## config.mk

```make
export PLATFORM = sky130hd
export DESIGN_NAME = lc3_mem_arbiter_flat
export DESIGN_NICKNAME = d
export VERILOG_FILES = /design/src/rtl/lc3_mem_arbiter_if.sv /design/src/rtl/lc3_mem_arbiter.sv /design/src/flat_wrapper.sv
export SDC_FILE = /design/constraint.sdc
export NUM_CORES = 1
export LEC_CHECK = 0
export BUFFER_PORTS_ARGS = -buffer_cell sky130_fd_sc_hd__buf_2
export CAP_MARGIN = 20
export CORE_UTILIZATION = 49
export CTS_CLUSTER_SIZE = 24
export DETAILED_ROUTE_END_ITERATION = 16
export GPL_TIMING_DRIVEN = 0
export PLACE_DENSITY = 0.88
export SYNTH_ARGS = -nofsm -noshare
export SYNTH_HDL_FRONTEND = slang
export SYNTH_SLANG_ARGS = --single-unit
```

## constraint.sdc

```tcl
create_clock -name clock -period 2.6 [get_ports clock]
set_input_delay 0.26 -clock clock [delete_from_list [all_inputs] [get_ports clock]]
set_output_delay 0.26 -clock clock [all_outputs]
set_load 0.01 [all_outputs]
```

## src/rtl/lc3_mem_arbiter_if.sv

```systemverilog
// Bus bundle between the LC3 core ports, the arbiter and the unified memory.
// The slave view belongs to the arbiter; the master view is the core/memory side.
interface lc3_mem_arbiter_if;
    logic        I_req;
    logic [15:0] I_addr;
    logic [15:0] I_dout;
    logic        I_complete;

    logic        D_req;
    logic        D_rd;
    logic [15:0] D_addr;
    logic [15:0] D_din;
    logic [15:0] D_dout;
    logic        D_complete;

    logic [15:0] mem_addr;
    logic [15:0] mem_din;
    logic        mem_rd;
    logic        mem_wr;
    logic [15:0] mem_dout;
    logic        mem_complete;

    logic        err;

    modport slave (
        input  I_req, I_addr, D_req, D_rd, D_addr, D_din, mem_dout, mem_complete,
        output I_dout, I_complete, D_dout, D_complete,
        output mem_addr, mem_din, mem_rd, mem_wr, err
    );

    modport master (
        output I_req, I_addr, D_req, D_rd, D_addr, D_din, mem_dout, mem_complete,
        input  I_dout, I_complete, D_dout, D_complete,
        input  mem_addr, mem_din, mem_rd, mem_wr, err
    );
endinterface

```

## src/rtl/lc3_mem_arbiter.sv

```systemverilog
// Two-port-to-one memory arbiter: shares one 64K x 16 memory between the
// instruction-fetch port and the data port, alternating fairly under
// contention, with a watchdog that aborts accesses the memory never finishes.
module lc3_mem_arbiter #(
    parameter int          TIMEOUT  = 16,
    parameter logic [15:0] ERR_DATA = 16'hDEAD
) (
    input  logic              clock,
    input  logic              reset,
    lc3_mem_arbiter_if.slave  bus
);

    localparam logic [1:0] S_IDLE  = 2'd0;
    localparam logic [1:0] S_ISSUE = 2'd1;
    localparam logic [1:0] S_WAIT  = 2'd2;
    localparam logic [1:0] S_RESP  = 2'd3;

    localparam logic PORT_I = 1'b0;
    localparam logic PORT_D = 1'b1;

    localparam logic [7:0] COUNT_LIMIT = 8'(TIMEOUT - 1);

    logic [1:0]  r_state;
    logic        r_grant;
    logic        r_lastGrant;
    logic        r_isRead;
    logic [7:0]  r_count;
    logic [15:0] r_memAddr;
    logic [15:0] r_memDin;
    logic        r_memRd;
    logic        r_memWr;
    logic [15:0] r_IDout;
    logic [15:0] r_DDout;
    logic        r_err;

    logic        w_anyReq;
    logic        w_nextGrant;
    logic        w_nextIsRead;

    // Pick the port to serve: a lone requester wins, a tie goes to the port not served last.
    always_comb begin
        w_anyReq     = bus.I_req | bus.D_req;
        w_nextGrant  = PORT_I;
        if (bus.I_req && bus.D_req) begin
            w_nextGrant = (r_lastGrant == PORT_I) ? PORT_D : PORT_I;
        end else if (bus.D_req) begin
            w_nextGrant = PORT_D;
        end
        w_nextIsRead = (w_nextGrant == PORT_I) ? 1'b1 : bus.D_rd;
    end

    // Access sequencer: latch the granted request, strobe memory, wait with watchdog, respond.
    always_ff @(posedge clock or posedge reset) begin
        if (reset) begin
            r_state     <= S_IDLE;
            r_grant     <= PORT_I;
            r_lastGrant <= PORT_D;
            r_isRead    <= 1'b0;
            r_count     <= 8'd0;
            r_memAddr   <= 16'd0;
            r_memDin    <= 16'd0;
            r_memRd     <= 1'b0;
            r_memWr     <= 1'b0;
            r_IDout     <= 16'd0;
            r_DDout     <= 16'd0;
            r_err       <= 1'b0;
        end else begin
            r_memRd <= 1'b0;
            r_memWr <= 1'b0;
            case (r_state)
                S_IDLE: begin
                    if (w_anyReq) begin
                        r_grant  <= w_nextGrant;
                        r_isRead <= w_nextIsRead;
                        r_memRd  <= w_nextIsRead;
                        r_memWr  <= ~w_nextIsRead;
                        if (w_nextGrant == PORT_D) begin
                            r_memAddr <= bus.D_addr;
                            r_memDin  <= bus.D_din;
                        end else begin
                            r_memAddr <= bus.I_addr;
                        end
                        r_state <= S_ISSUE;
                    end
                end
                S_ISSUE: begin
                    r_count <= 8'd0;
                    r_state <= S_WAIT;
                end
                S_WAIT: begin
                    if (bus.mem_complete) begin
                        if (r_isRead) begin
                            if (r_grant == PORT_D) r_DDout <= bus.mem_dout;
                            else                   r_IDout <= bus.mem_dout;
                        end
                        r_state <= S_RESP;
                    end else if (r_count == COUNT_LIMIT) begin
                        if (r_isRead) begin
                            if (r_grant == PORT_D) r_DDout <= ERR_DATA;
                            else                   r_IDout <= ERR_DATA;
                        end
                        r_err   <= 1'b1;
                        r_state <= S_RESP;
                    end else begin
                        r_count <= r_count + 8'd1;
                    end
                end
                S_RESP: begin
                    r_lastGrant <= r_grant;
                    r_state     <= S_IDLE;
                end
                default: r_state <= S_IDLE;
            endcase
        end
    end

    // Complete pulses are decoded from the RESP state so only the granted port ever pulses.
    always_comb begin
        bus.I_complete = (r_state == S_RESP) && (r_grant == PORT_I);
        bus.D_complete = (r_state == S_RESP) && (r_grant == PORT_D);
        bus.I_dout     = r_IDout;
        bus.D_dout     = r_DDout;
        bus.mem_addr   = r_memAddr;
        bus.mem_din    = r_memDin;
        bus.mem_rd     = r_memRd;
        bus.mem_wr     = r_memWr;
        bus.err        = r_err;
    end

endmodule

```

## src/flat_wrapper.sv

```systemverilog
// flat-port wrapper written by rule: the top's interface ports become plain ports
module lc3_mem_arbiter_flat 
#(
    parameter int          TIMEOUT  = 16,
    parameter logic [15:0] ERR_DATA = 16'hDEAD
)
  (clock, reset, bus_I_req, bus_I_addr, bus_D_req, bus_D_rd, bus_D_addr, bus_D_din, bus_mem_dout, bus_mem_complete, bus_I_dout, bus_I_complete, bus_D_dout, bus_D_complete, bus_mem_addr, bus_mem_din, bus_mem_rd, bus_mem_wr, bus_err);
  lc3_mem_arbiter_if bus_i ();
  input  logic clock;
  input  logic reset;
  input wire logic [$bits(bus_i.I_req)-1:0] bus_I_req;
  input wire logic [$bits(bus_i.I_addr)-1:0] bus_I_addr;
  input wire logic [$bits(bus_i.D_req)-1:0] bus_D_req;
  input wire logic [$bits(bus_i.D_rd)-1:0] bus_D_rd;
  input wire logic [$bits(bus_i.D_addr)-1:0] bus_D_addr;
  input wire logic [$bits(bus_i.D_din)-1:0] bus_D_din;
  input wire logic [$bits(bus_i.mem_dout)-1:0] bus_mem_dout;
  input wire logic [$bits(bus_i.mem_complete)-1:0] bus_mem_complete;
  output wire logic [$bits(bus_i.I_dout)-1:0] bus_I_dout;
  output wire logic [$bits(bus_i.I_complete)-1:0] bus_I_complete;
  output wire logic [$bits(bus_i.D_dout)-1:0] bus_D_dout;
  output wire logic [$bits(bus_i.D_complete)-1:0] bus_D_complete;
  output wire logic [$bits(bus_i.mem_addr)-1:0] bus_mem_addr;
  output wire logic [$bits(bus_i.mem_din)-1:0] bus_mem_din;
  output wire logic [$bits(bus_i.mem_rd)-1:0] bus_mem_rd;
  output wire logic [$bits(bus_i.mem_wr)-1:0] bus_mem_wr;
  output wire logic [$bits(bus_i.err)-1:0] bus_err;
  assign bus_i.I_req = bus_I_req;
  assign bus_i.I_addr = bus_I_addr;
  assign bus_i.D_req = bus_D_req;
  assign bus_i.D_rd = bus_D_rd;
  assign bus_i.D_addr = bus_D_addr;
  assign bus_i.D_din = bus_D_din;
  assign bus_i.mem_dout = bus_mem_dout;
  assign bus_i.mem_complete = bus_mem_complete;
  assign bus_I_dout = bus_i.I_dout;
  assign bus_I_complete = bus_i.I_complete;
  assign bus_D_dout = bus_i.D_dout;
  assign bus_D_complete = bus_i.D_complete;
  assign bus_mem_addr = bus_i.mem_addr;
  assign bus_mem_din = bus_i.mem_din;
  assign bus_mem_rd = bus_i.mem_rd;
  assign bus_mem_wr = bus_i.mem_wr;
  assign bus_err = bus_i.err;
  lc3_mem_arbiter #(.TIMEOUT(TIMEOUT), .ERR_DATA(ERR_DATA)) u_core (.clock(clock), .reset(reset), .bus(bus_i));
endmodule
```

Word level (Yosys, flattened, before mapping)
Index checks and enable logic that the tools add are counted.

word-level totals
  register bits = 80
  latch bits = 0
  memory bits (writable) = 0
  memory bits (read-only) = 0
  input bits = 70
  output and inout port bits = 69
  logic and storage cells = 66
  memories = 0

operators by class
  add/subtract/negate cells = 1
  multiply operators = 0
  divide/modulo/power cells = 0
  magnitude comparators = 0
  eq/ne operators = 8
  shift operators = 0
  multiplexer cells = 28
  bitwise gates (word level) = 4
  reductions and logical operators = 13

operators with widths
  operator                                                                  count
  16-bit 2-to-1 mux                                                         13
  8-bit 2-to-1 mux                                                          2
  8-bit one-hot mux with 2 select lines                                     1
  3-bit AND reduction                                                       3
  8-bit by 1-bit adder with 8-bit output (second input constant)            1
  8-bit by 4-bit == test with 1-bit output (second input constant)          1
  1-bit 2-to-1 mux                                                          8
  2-bit one-hot mux with 4 select lines                                     1
  4-bit AND reduction                                                       2
  2-bit 2-to-1 mux                                                          3
  2-bit == test (second input constant)                                     2
  2-bit inequality test (second input constant)                             2
  2-bit AND reduction                                                       2
  2-bit nonzero test                                                        2
  1-bit logical AND                                                         3
  3-bit by 2-bit inequality test with 1-bit output (second input constant)  1
  1-bit NOT                                                                 3
  2-bit by 1-bit == test with 1-bit output (second input constant)          1
  2-bit zero test                                                           1
  2-bit by 1-bit inequality test with 1-bit output (second input constant)  1
  1-bit OR                                                                  1

Depth between registers and ports, before layout
Gate-level depths: netlist (run 1).

  depth after elaboration = 6
  depth in mapped cells = 8
  mapped depth without buffers = 6

Least setup slack after synthesis (run 1)
No wires, ideal clock.

  kind = reg-to-reg
  start = reg u_core.r_state[0]
  end = reg u_core.r_IDout[13] (netlist: u_core.bus.I_dout[13])
  setup time = 122 ps
  arrival = 1575 ps
  required time = 2478 ps
  path slack = 903 ps
  cell stages (with the launch flop) = 8
  path buffers = 1
  clock period less this slack = 1697 ps
  cells stage by stage = dfrtp_1 inv_1 ha_1 buf_2 nand2_1 nor2_1 o21ai_1 a32o_1

between the ends
  longest elaborated chain between the ends = 2

ends and longest elaborated chain
  item                                  RTL line               source
  start: declaration                    lc3_mem_arbiter.sv:23  logic [1:0] r_state;
  start signal: assignment              lc3_mem_arbiter.sv:55  r_state <= S_IDLE;
  start signal: assignment              lc3_mem_arbiter.sv:83  r_state <= S_ISSUE;
  start signal: assignment              lc3_mem_arbiter.sv:88  r_state <= S_WAIT;
  2-bit == test                         lc3_mem_arbiter.sv:70  case (r_state)
  4-bit AND reduction (no source line)  -
  end signal: assignment                lc3_mem_arbiter.sv:94  else r_IDout <= bus.mem_dout;
  end: declaration                      lc3_mem_arbiter.sv:32  logic [15:0] r_IDout;

No other way between the ends.
A chain may end at the register's enable or synchronous reset.

Worst setup path in the final report (run 1)
  start = reg u_core.r_state[0]
  end = reg u_core.r_IDout[4] (netlist: u_core.bus.I_dout[4])

Same word-level chain as after synthesis.

==> run metrics, run 1 <==
unrepaired setup endpoints after global routing false; P per Cell Area 1140 mW/mm^2; Final Non-Filler Cells 524; outcome finished clean; Final Skew 0.00803 ns; total die area 0.00761 sq mm; clock slew at reported path FFs 0.08 ns; Main synth FF type dfrtp_1; final hold slack 0.0757 ns; max frequency 463 MHz; Final HPWL DP 5760 microns; Synth area leaders dfrtp_1 (56%), a2bb2oi_2 (8.4%), mux2_2 (5.4%), mux2i_1 (5.1%), a32o_1 (3.1%); CTS Buf Count 9; top-count cell post-synth dfrtp_1; Final Cell Area 0.00462 sq mm; Pwr Total 5.28 mW; Worst Setup SP u_core.r_state[0]$_DFFE_PP0P_; Seq cells post-synth 80; antenna-violating nets left 0; DIE WIDTH 87.2 microns; layout cells sized above 1 48.4%; crit path to u_core.bus.I_dout[4]$_DFFE_PP0P_; Worst VDD drop 492 uV; Via density 5.30; Fin. Hold Viols 0; area leader, netlist dfrtp_1; Slowest-stage cell, CP nor2_1; std cell rows 30; Max Cap Violations 0; TritonCTS Sinks 80; clk root buf clkbuf_8; reg-to-reg critical path endpoint u_core.bus.I_dout[4]$_DFFE_PP0P_; synth unique cells 44; DRC 0; Worst Path Max Fanout 9; CTS resizes 0; async set-or-reset flop fraction in the synthesized netlist 100%; IO buf count 137; max incr delay on CP 0.48 ns; maximum number of pins on one net before global-route repair 45; Gate Count Post-Synth 273; worst path cell trace inv_1 -> ha_1 -> buf_2 -> nand2_1 -> nor2_1 -> o21ai_1 -> a32o_1; CP delay by family, top simple AND/OR/NAND/NOR gates; syn nets 348; Max H-tree Level 3; crit end category flop; Top Ports 139; DRT iter0 DRCs 87; vias in the first global route 2766; Post-Syn Area 0.00356 sq mm; Final Max Tran Viols 0; Pre-antenna DRT Iters 4; initial antenna violation count 0; Area growth syn-to-layout 29.8%; worst-margin pin slew 0.595 ns; die height 87.2 microns; Placed Cells incl. Taps 507; Worst R2R Path Depth 7; yosys warns 0; CTS tree built; placed inst area 0.00439 sq mm; Total Routing Usage GR 21.5%; Final setup viols 0; HP Class in2reg; WP depth 7; Core Area 0.00691 sq mm; Pleak 2.29 nW; Crit Path Category reg2reg; Avg Cell Area, Syn 13.0 sq um; Min Clock Period, post-route 2.16 ns; drt total wl 7730 microns; worst reg2reg setup slack 0.44 ns; CP arrival 2.40 ns; worst path bufs/invs 2; clock latency at the later pin of the worst-skew pair 0.35 ns; setup repair bufs after CTS 0; area fraction of the dominant cell type after synthesis 55.5%; first-pass GRT wire length 12600 microns; Nets 498; Worst Setup Start Kind flop; vias 2775; Initial Util 51.5%; global placement routability congestion 0.777; Commonest cells post-synth dfrtp_1 (79), nand2_1 (28), a2bb2oi_2 (20); post-DR wirelength/cell 14.8 microns; EDFF count, synth 0; clk buf depth 2; fraction of the yosys area taken by sequential cells 56.3%; grt ovf 0; antenna cells 0; critical register-to-register path startpoint u_core.r_state[0]$_DFFE_PP0P_; WP data required 2.84 ns; relative slew slack 60.2%; period utilization 83.0%; Post-Route Utilization 66.9%
==> per-stage QoR <==
step | TNS (ns) | worst slack (ns)
floorplan | 0 | 0.290
global placement | -43.52 | -0.554
detailed placement | 0 | 0.485
CTS | 0 | 0.462
global route | 0 | 0.287
finish | 0 | 0.442
==> worst register-to-register path: stages, from the launching register on <==
cell and delay [ns]:
dfrtp_1 0.42, inv_1 0.11, ha_1 0.15, buf_2 0.20, nand2_1 0.13, nor2_1 0.48
o21ai_1 0.30, a32o_1 0.27
==> power breakdown <==
group          total, mW  switching [mW]  internal, mW
sequential          2.18           0.362          1.81
clock               1.00           0.454         0.546
combinational       2.11            1.06          1.05
==> what timing repair did <==
action	CTS	global route
hold endpoints to repair	36	0
endpoints found under the setup margin	0	0
hold buffers	1	0
==> cell families (layout without fill, tap and decap cells) <==
kind of cell	count (synthesis)	count (layout)	synth area share (%)
AOI/OAI and AO/OA	67	67	18.4
xor gates and xnor gates	2	2	0.492
adders and majority gates	5	5	1.76
buffers and inverters	23	178	3.13
DFF	80	80	56.3
muxes	36	36	10.8
and+or+nand+nor	60	60	9.21
==> cell usage in the layout, fill, tap and decap left out, drive strengths merged, types with 5 or more instances in the layout <==
cell     instances
clkbuf          17
mux2i           18
buf            146
a32o            11
nor2b           14
inv              8
o21ai           22
mux2            18
nand2           29
dfrtp           79
a2bb2oi         22
ha               5
==> how the worst min path moves through the flow <==
| stage | from | endpoint | slack (ns) | depth (start not counted) |
|---|---|---|---|---|
| finish | bus_D_rd | u_core.bus.mem_wr$_DFF_PP0_ | 0.08 | 2 |
| global route | bus_D_rd | u_core.bus.mem_wr$_DFF_PP0_ | 0.08 | 2 |
| CTS | bus_D_rd | u_core.bus.mem_wr$_DFF_PP0_ | 0.06 | 2 |
| detailed placement | reset | u_core.bus.D_dout[3]$_DFFE_PP0P_ | 0.31 | 2 |
| global placement | bus_D_rd | u_core.bus.mem_wr$_DFF_PP0_ | 0.43 | 2 |
| floorplan | bus_D_rd | u_core.bus.mem_wr$_DFF_PP0_ | 0.33 | 1 |
==> state kept, by name, summed over array words and instances (netlist names) <==
| signal | count |
|---|---|
| u_core.bus.mem_rd | 1 |
| u_core.bus.D_dout | 16 |
| u_core.r_state | 2 |
| u_core.bus.mem_din | 16 |
| u_core.r_grant | 1 |
| u_core.r_isRead | 1 |
| u_core.bus.mem_wr | 1 |
| u_core.bus.err | 1 |
| u_core.r_lastGrant | 1 |
| u_core.bus.I_dout | 16 |
| u_core.r_count | 8 |
| u_core.bus.mem_addr | 16 |
==> area by class of cell <==
| class | instances | area, sq um |
|---|---|---|
| buffer | 15 | 81.3 |
| clock buffer | 10 | 128 |
| clock inverter | 6 | 93.8 |
| fill | 570 | 2290 |
| inverter | 8 | 32.5 |
| multi-input combinational | 170 | 1450 |
| sequential | 80 | 2000 |
| tap | 96 | 120 |
| timing repair buffer | 139 | 716 |
==> routing by layer <==
layer  track usage (%)  part of all wire [%]  vias up
met4              9.84                   1.7        0
met5                 0                     0        -
met2              37.7                    50      107
met1              25.4                    43     1362
li1                  -                     -     1294
met3              4.64                   5.5       12
Note: power is estimated with default switching activity, not from simulation.
==> run 2, diff against run 1 <==
--- a/config.mk
+++ b/config.mk
@@ -5,6 +5,7 @@
 export SDC_FILE = /design/constraint.sdc
 export NUM_CORES = 1
 export LEC_CHECK = 0
+export ABC_AREA = 1
 export BUFFER_PORTS_ARGS = -buffer_cell sky130_fd_sc_hd__buf_2
 export CAP_MARGIN = 20
 export CORE_UTILIZATION = 49
==> constraint.sdc (replaced) <==
create_clock -name clock -period 2.07 [get_ports clock]
set_input_delay 0.207 -clock clock [delete_from_list [all_inputs] [get_ports clock]]
set_output_delay 0.207 -clock clock [all_outputs]
set_load 0.01 [all_outputs]
==> run metrics, run 2 <==
Commonest cells post-synth nand2_1 (182), dfrtp_1 (79), nand4_1 (32), nor2_1 (32), nand3_1 (29) (was dfrtp_1 (79), nand2_1 (28), a2bb2oi_2 (20)); CTS Buf Count 9 (unchanged); HP Class in2async (was in2reg); CP arrival 2.07 ns (was 2.40 ns); DIE WIDTH 89.0 microns (was 87.2 microns); Post-Synth Adder-Cell Area 1.69% (was 1.76%); Gate Count Post-Synth 449 (was 273); async set-or-reset flop fraction in the synthesized netlist 100% (unchanged); Final setup viols 0 (unchanged); Max Cap Violations 0 (unchanged); IO buf count 137 (unchanged); Final HPWL DP 7030 microns (was 5760 microns); Max H-tree Level 3 (unchanged); simple-gate portion of the synthesized area 32.4% (was 9.21%); yosys warns 0 (unchanged); period utilization 89.8% (was 83.0%); worst path bufs/invs 2 (unchanged); max incr delay on CP 0.55 ns (was 0.48 ns); Via density 5.11 (was 5.30); largest family of logic cells by synthesized area simple AND/OR/NAND/NOR gates (was compound AO/OA/AOI/OAI gates); DRT iter0 DRCs 233 (was 87); CP dominant cell by count nand2_1; Clock power frac 20.0% (was 18.9%); global placement routability congestion 0.835 (was 0.777); Seq pwr share 39.9% (was 41.2%); outcome finished clean (unchanged); Slowest-stage cell, CP dfstp_2 (was nor2_1); Psw 2.60 mW (was 1.87 mW); TritonCTS Sinks 80 (unchanged); Final Max Tran Viols 0 (unchanged); Sw Share 39.8% (was 35.4%); Worst VDD drop 714 uV (was 492 uV); Synth area leaders dfrtp_1 (53%), nand2_1 (18%), nand4_1 (5.4%), nand3_1 (3.9%), nor2_1 (3.2%) (was dfrtp_1 (56%), a2bb2oi_2 (8.4%), mux2_2 (5.4%), mux2i_1 (5.1%), a32o_1 (3.1%)); Initial Util 50.8% (was 51.5%); Post-Synth XOR/XNOR Area 0.709% (was 0.492%); fill cell count 626 (was 570); Total Routing Usage GR 24.8% (was 21.5%); CTS tree built (unchanged); clk root buf clkbuf_8 (unchanged); Core Area 0.00729 sq mm (was 0.00691 sq mm); unrepaired setup endpoints after global routing false (unchanged); Post-Syn Area 0.00371 sq mm (was 0.00356 sq mm); reg-to-reg critical path endpoint u_core.r_grant$_DFFE_PP0P_ (was u_core.bus.I_dout[4]$_DFFE_PP0P_); synth unique cells 25 (was 44); Worst R2R Path Depth 6 (was 7); Comb power frac 40.1% (was 39.9%); Area growth syn-to-layout 28.8% (was 29.8%); Synth Area in Compound Gates 4.69% (was 18.4%); DRC 0 (unchanged); Fin Setup TNS 0 ns (unchanged); vias 3589 (was 2775); area fraction of the dominant cell type after synthesis 53.3% (was 55.5%); critical register-to-register path startpoint u_core.r_lastGrant$_DFFE_PP1N_ (was u_core.r_state[0]$_DFFE_PP0P_); relative slew slack 36.7% (was 60.2%); Seq cells post-synth 80 (unchanged); Crit Path Category reg2reg (unchanged); top-count cell post-synth nand2_1 (was dfrtp_1); Final Skew 0.00893 ns (was 0.00803 ns); worst-margin pin slew 0.947 ns (was 0.595 ns); clock latency at the later pin of the worst-skew pair 0.35 ns (about the same); maximum number of pins on one net before global-route repair 44 (was 45); mux share of post-synthesis cell area 0% (was 10.8%); drt total wl 9420 microns (was 7730 microns); worst reg2reg setup slack 0.21 ns (was 0.44 ns); Nets 673 (was 498); Pre-antenna DRT Iters 4 (unchanged); CP delay by family, top flip-flops (was simple AND/OR/NAND/NOR gates); crit end category flop (unchanged); P per Cell Area 1370 mW/mm^2 (was 1140 mW/mm^2); Worst Path Max Fanout 10 (was 9); Pleak 2.69 nW (was 2.29 nW); post-DR wirelength/cell 13.4 microns (was 14.8 microns); clk buf depth 2 (unchanged); clock slew at reported path FFs 0.08 ns (about the same); Avg Cell Area, Syn 8.25 sq um (was 13.0 sq um); first-pass GRT wire length 15000 microns (was 12600 microns); worst path cell trace nand2_1 -> nand2_1 -> clkinv_1 -> nand2_1 -> buf_2 -> o21ai_0 (was inv_1 -> ha_1 -> buf_2 -> nand2_1 -> nor2_1 -> o21ai_1 -> a32o_1); fraction of the yosys area taken by sequential cells 54.1% (was 56.3%); std cell rows 31 (was 30); initial antenna violation count 0 (unchanged); P_int 3.94 mW (was 3.41 mW); Top Ports 139 (unchanged); antenna-violating nets left 0 (unchanged); WP data required 2.28 ns (was 2.84 ns); Fin. Hold Viols 0 (unchanged); most common cell after layout, fill and taps aside nand2_1 (was buf_2); dpl ws 0.179 ns (was 0.485 ns); setup ws final 0.211 ns (was 0.442 ns); die height 89.0 microns (was 87.2 microns); EDFF count, synth 0 (unchanged); syn nets 524 (was 348); layout cells sized above 1 28.2% (was 48.4%); total die area 0.00791 sq mm (was 0.00761 sq mm); Main synth FF type dfrtp_1 (unchanged); Worst Setup Start Kind flop (unchanged); max frequency 538 MHz (was 463 MHz); area leader, netlist dfrtp_1 (unchanged); antenna cells 0 (unchanged); most frequent cells in the layout nand2_1 (182), buf_2 (140), dfrtp_1 (79) (was buf_2 (142), dfrtp_1 (79), nand2_1 (28)); Min Clock Period, post-route 1.86 ns (was 2.16 ns); vias in the first global route 3305 (was 2766); grt ovf 0 (unchanged)
## run 2: cell types whose count changed after synthesis, moves of 17 or more
cell	delta
nand2_1	+154
a2bb2oi_2	-20
nor2_1	+29
nand4_1	+31
inv_1	+20
nand3_1	+26
mux2_2	-17
mux2i_1	-18
## run 2: power by group through the flow
| stage | Clock (mW) | Combinational [mW] | Sequential [mW] |
|---|---|---|---|
| floorplan | 0 | 1.30 | 2.87 |
| global placement | 0 | 2.51 | 2.60 |
| detailed placement | 0 | 2.63 | 2.62 |
| CTS | 1.32 | 2.63 | 2.61 |
| global route | 1.39 | 2.95 | 2.68 |
| finish | 1.31 | 2.63 | 2.61 |
## run 2: stage by stage
step	instance area, sq um	hold slack [ns]	instances	utilization, %	total power [mW]
after floorplan	3710	0.354	449	-	4.16
after CTS	4770	0.0840	702	65.4	6.56
after global placement	4520	0.437	685	62.0	5.11
final	4770	0.0543	702	65.5	6.54
after detailed placement	4540	0.452	686	62.3	5.25
after global routing	4770	0.0897	702	65.5	7.02
## run 2: layout make-up
cell class                 count  area [sq um]  area share, %
sequential                    80          2000           42.0
multi-input combinational    313          1460           30.6
timing repair buffer         138           706           14.8
clock buffer                  12           155           3.25
inverter                      33           128           2.67
tap                           99           124           2.60
buffer                        23           119           2.49
clock inverter                 4          76.3           1.60
## run 2: worst max-delay path by stage
stage | startpoint | end | slack [ns] | depth (start not counted)
after floorplan | u_core.r_state[0]$_DFFE_PP0P_ | u_core.bus.I_dout[0]$_DFFE_PP0P_ | 0.51 | 8
after global placement | u_core.r_lastGrant$_DFFE_PP1N_ | u_core.r_grant$_DFFE_PP0P_ | 0.24 | 6
after detailed placement | u_core.r_state[0]$_DFFE_PP0P_ | u_core.bus.mem_addr[9]$_DFFE_PP0P_ | 0.18 | 7
after CTS | u_core.r_state[1]$_DFFE_PP0P_ | u_core.bus.mem_addr[9]$_DFFE_PP0P_ | 0.15 | 7
after global routing | u_core.r_lastGrant$_DFFE_PP1N_ | u_core.r_grant$_DFFE_PP0P_ | 0.04 | 6
final | u_core.r_lastGrant$_DFFE_PP1N_ | u_core.r_grant$_DFFE_PP0P_ | 0.21 | 6
## run 2: cells by family (layout without fill, tap and decap cells)
group                    Yosys count  count (layout)
AO/OA/AOI/OAI                     26              26
AND/OR/NAND/NOR                  279             279
adder cells (fa/ha/maj)            5               5
buffers and inverters             56             210
flip-flops                        80              80
XOR/XNOR                           3               3
## run 2: repair_timing
item                                    in CTS  in global routing
gates resized for setup                      0                  4
endpoints found under the setup margin       0                  2
hold buffers                                 0                  0
endpoints found under the hold margin        0                  0
setup buffers                                0                  0
## run 2: layer usage
layer	track usage, %	part of all wire [%]	vias up	wire length, microns
met2	41.9	49	132	4620
met4	9.38	1.3	0	120
met3	5.63	6.4	13	605
met1	31.5	43	1694	4070
met5	0	0	-	0
li1	-	-	1750	-
==> run 3, diff against run 2 <==
--- a/config.mk
+++ b/config.mk
@@ -8,10 +8,13 @@
 export ABC_AREA = 1
 export BUFFER_PORTS_ARGS = -buffer_cell sky130_fd_sc_hd__buf_2
 export CAP_MARGIN = 20
+export CORE_ASPECT_RATIO = 2
+export CORE_MARGIN = 3
 export CORE_UTILIZATION = 49
 export CTS_CLUSTER_SIZE = 24
 export DETAILED_ROUTE_END_ITERATION = 16
 export GPL_TIMING_DRIVEN = 0
+export HOLD_SLACK_MARGIN = 0.06
 export PLACE_DENSITY = 0.88
 export SYNTH_ARGS = -nofsm -noshare
 export SYNTH_HDL_FRONTEND = slang
==> run metrics, run 3 (same netlist as run 2, synthesis figures left out) <==
most frequent cells in the layout nand2_1 (182), buf_2 (140), dfrtp_1 (79) (unchanged); Total Routing Usage GR 23.7% (was 24.8%); Fin. Hold Viols 0 (unchanged); Worst VDD drop 905 uV (was 714 uV); period utilization 89.8% (about the same); Crit Path Category reg2reg (unchanged); clk root buf clkbuf_16 (was clkbuf_8); first-pass GRT wire length 15700 microns (was 15000 microns); clk buf depth 2 (unchanged); vias in the first global route 3559 (was 3305); max frequency 538 MHz (about the same); Top Ports 139 (unchanged); initial antenna violation count 0 (unchanged); Worst Setup Start Kind flop (unchanged); clock slew at reported path FFs 0.06 ns (was 0.08 ns); worst-margin pin slew 0.817 ns (was 0.947 ns); std cell rows 44 (was 31); gr busiest metal met2 (unchanged); Area growth syn-to-layout 30.7% (was 28.8%); most common cell after layout, fill and taps aside nand2_1 (unchanged); Max Cap Violations 0 (unchanged); Via density 5.30 (was 5.11); P per Cell Area 1410 mW/mm^2 (was 1370 mW/mm^2); setup ws final 0.211 ns (about the same); IO buf count 137 (unchanged); HP Class in2reg (was in2async); unrepaired setup endpoints after global routing false (unchanged); Core Area 0.00732 sq mm (was 0.00729 sq mm); DRT iter0 DRCs 255 (was 233); drt total wl 9780 microns (was 9420 microns); final hold slack 0.0998 ns (was 0.0543 ns); total die area 0.00871 sq mm (was 0.00791 sq mm); Max H-tree Level 3 (unchanged); DIE WIDTH 67.5 microns (was 89.0 microns); met1 Track Usage GR 24.0% (was 31.5%); global placement routability congestion 0.833 (was 0.835); Initial Util 50.6% (was 50.8%); met3 usage 6.29% (was 5.63%); DRC 0 (unchanged); Final HPWL DP 7300 microns (was 7030 microns); Worst Path Max Fanout 10 (unchanged); Final Max Tran Viols 0 (unchanged); relative slew slack 45.4% (was 36.7%); Pwr Total 6.83 mW (was 6.54 mW); crit end category flop (unchanged); CTS tree built (unchanged); outcome finished clean (unchanged); Final setup viols 0 (unchanged); TritonCTS Sinks 80 (unchanged); Pleak 2.72 nW (was 2.69 nW); Min Clock Period, post-route 1.86 ns (about the same); Final Skew 0.00786 ns (was 0.00893 ns); CTS Buf Count 9 (unchanged); met2 Track Usage GR 43.4% (was 41.9%); Fin Setup TNS 0 ns (unchanged); antenna cells 0 (unchanged); setup repair bufs after CTS 0 (unchanged); grt ovf 0 (unchanged); clock latency at the later pin of the worst-skew pair 0.34 ns (was 0.35 ns); vias 3692 (was 3589); Final Cell Area 0.00484 sq mm (was 0.00477 sq mm); placed inst area 0.00453 sq mm (was 0.00454 sq mm); maximum number of pins on one net before global-route repair 44 (unchanged); layout cells sized above 1 28.0% (was 28.2%); dpl ws 0.193 ns (was 0.179 ns); Nets 674 (was 673); die height 129 microns (was 89.0 microns); CP arrival 2.08 ns (was 2.07 ns); Pre-antenna DRT Iters 5 (was 4); antenna-violating nets left 0 (unchanged); post-DR wirelength/cell 14.1 microns (was 13.4 microns); WP data required 2.29 ns (was 2.28 ns)
-- run 3: cell count changes in the layout (fill, tap and decap cells not counted), sizes merged --
cell         before  now
clkinvlp          2    3
bufinv            2    1
dlygate4sd3       0    1
-- run 3: area by class of cell --
cell class / instances / area (sq um)
plain buffers: 23 / 119
clock buffers: 12 / 246
clock inverters: 4 / 53.8
fillers: 578 / 2480
inverters: 33 / 128
multi-input cells: 313 / 1460
flip-flops and latches: 80 / 2000
well taps: 92 / 115
repair buffers: 139 / 716
-- run 3: where the power goes --
part,switching (mW),total (mW),internal (mW)
clock,0.618,1.59,0.969
combinational,1.67,2.64,0.968
sequential,0.374,2.60,2.23
total,2.66,6.83,4.17
-- run 3: path summary, 6_finish.rpt --
check	from	endpoint	slack, ns	cells past startpoint
min reg2reg	u_core.bus.I_dout[10]$_DFFE_PP0P_	u_core.bus.I_dout[10]$_DFFE_PP0P_	0.46	2
min in group asynchronous	reset	u_core.bus.mem_din[5]$_DFFE_PP0P_	0.57	3
max reg2reg	u_core.r_state[0]$_DFFE_PP0P_	u_core.bus.mem_din[4]$_DFFE_PP0P_	0.21	7
max	u_core.r_state[0]$_DFFE_PP0P_	u_core.bus.mem_din[4]$_DFFE_PP0P_	0.21	7
min	bus_D_din[14]	u_core.bus.mem_din[14]$_DFFE_PP0P_	0.1	3
max in group asynchronous	reset	u_core.bus.I_dout[11]$_DFFE_PP0P_	0.81	4
-- run 3: layer usage --
metal / share of wire (%) / up-vias
met5: 0 / -
met1: 35 / 1702
li1: - / 1753
met3: 7.4 / 39
met4: 3.4 / 0
met2: 54 / 198
-- run 3: stage by stage --
step / cells / utilization (%)
4_1_cts: 696 / 66.1
6_report: 696 / 66.1
2_1_floorplan: 449 / -
3_5_place_dp: 679 / 61.9
3_3_place_gp: 678 / 61.6
5_1_grt: 696 / 66.1
-- run 3: worst max-delay path, stage by stage (launching register included) --
cell and delay (ns):
dfrtp_1 0.40, inv_1 0.11, ha_1 0.17, clkbuf_1 0.38
nand2_1 0.29, buf_2 0.26, nand2_1 0.07, nand2_1 0.05
-- run 3: what timing repair did --
| action | CTS | global route |
|---|---|---|
| hold buffers | 1 | 0 |
| endpoints found under the setup margin | 0 | 13 |
| hold endpoints to repair | 36 | 0 |
| gates resized for setup | 0 | 4 |
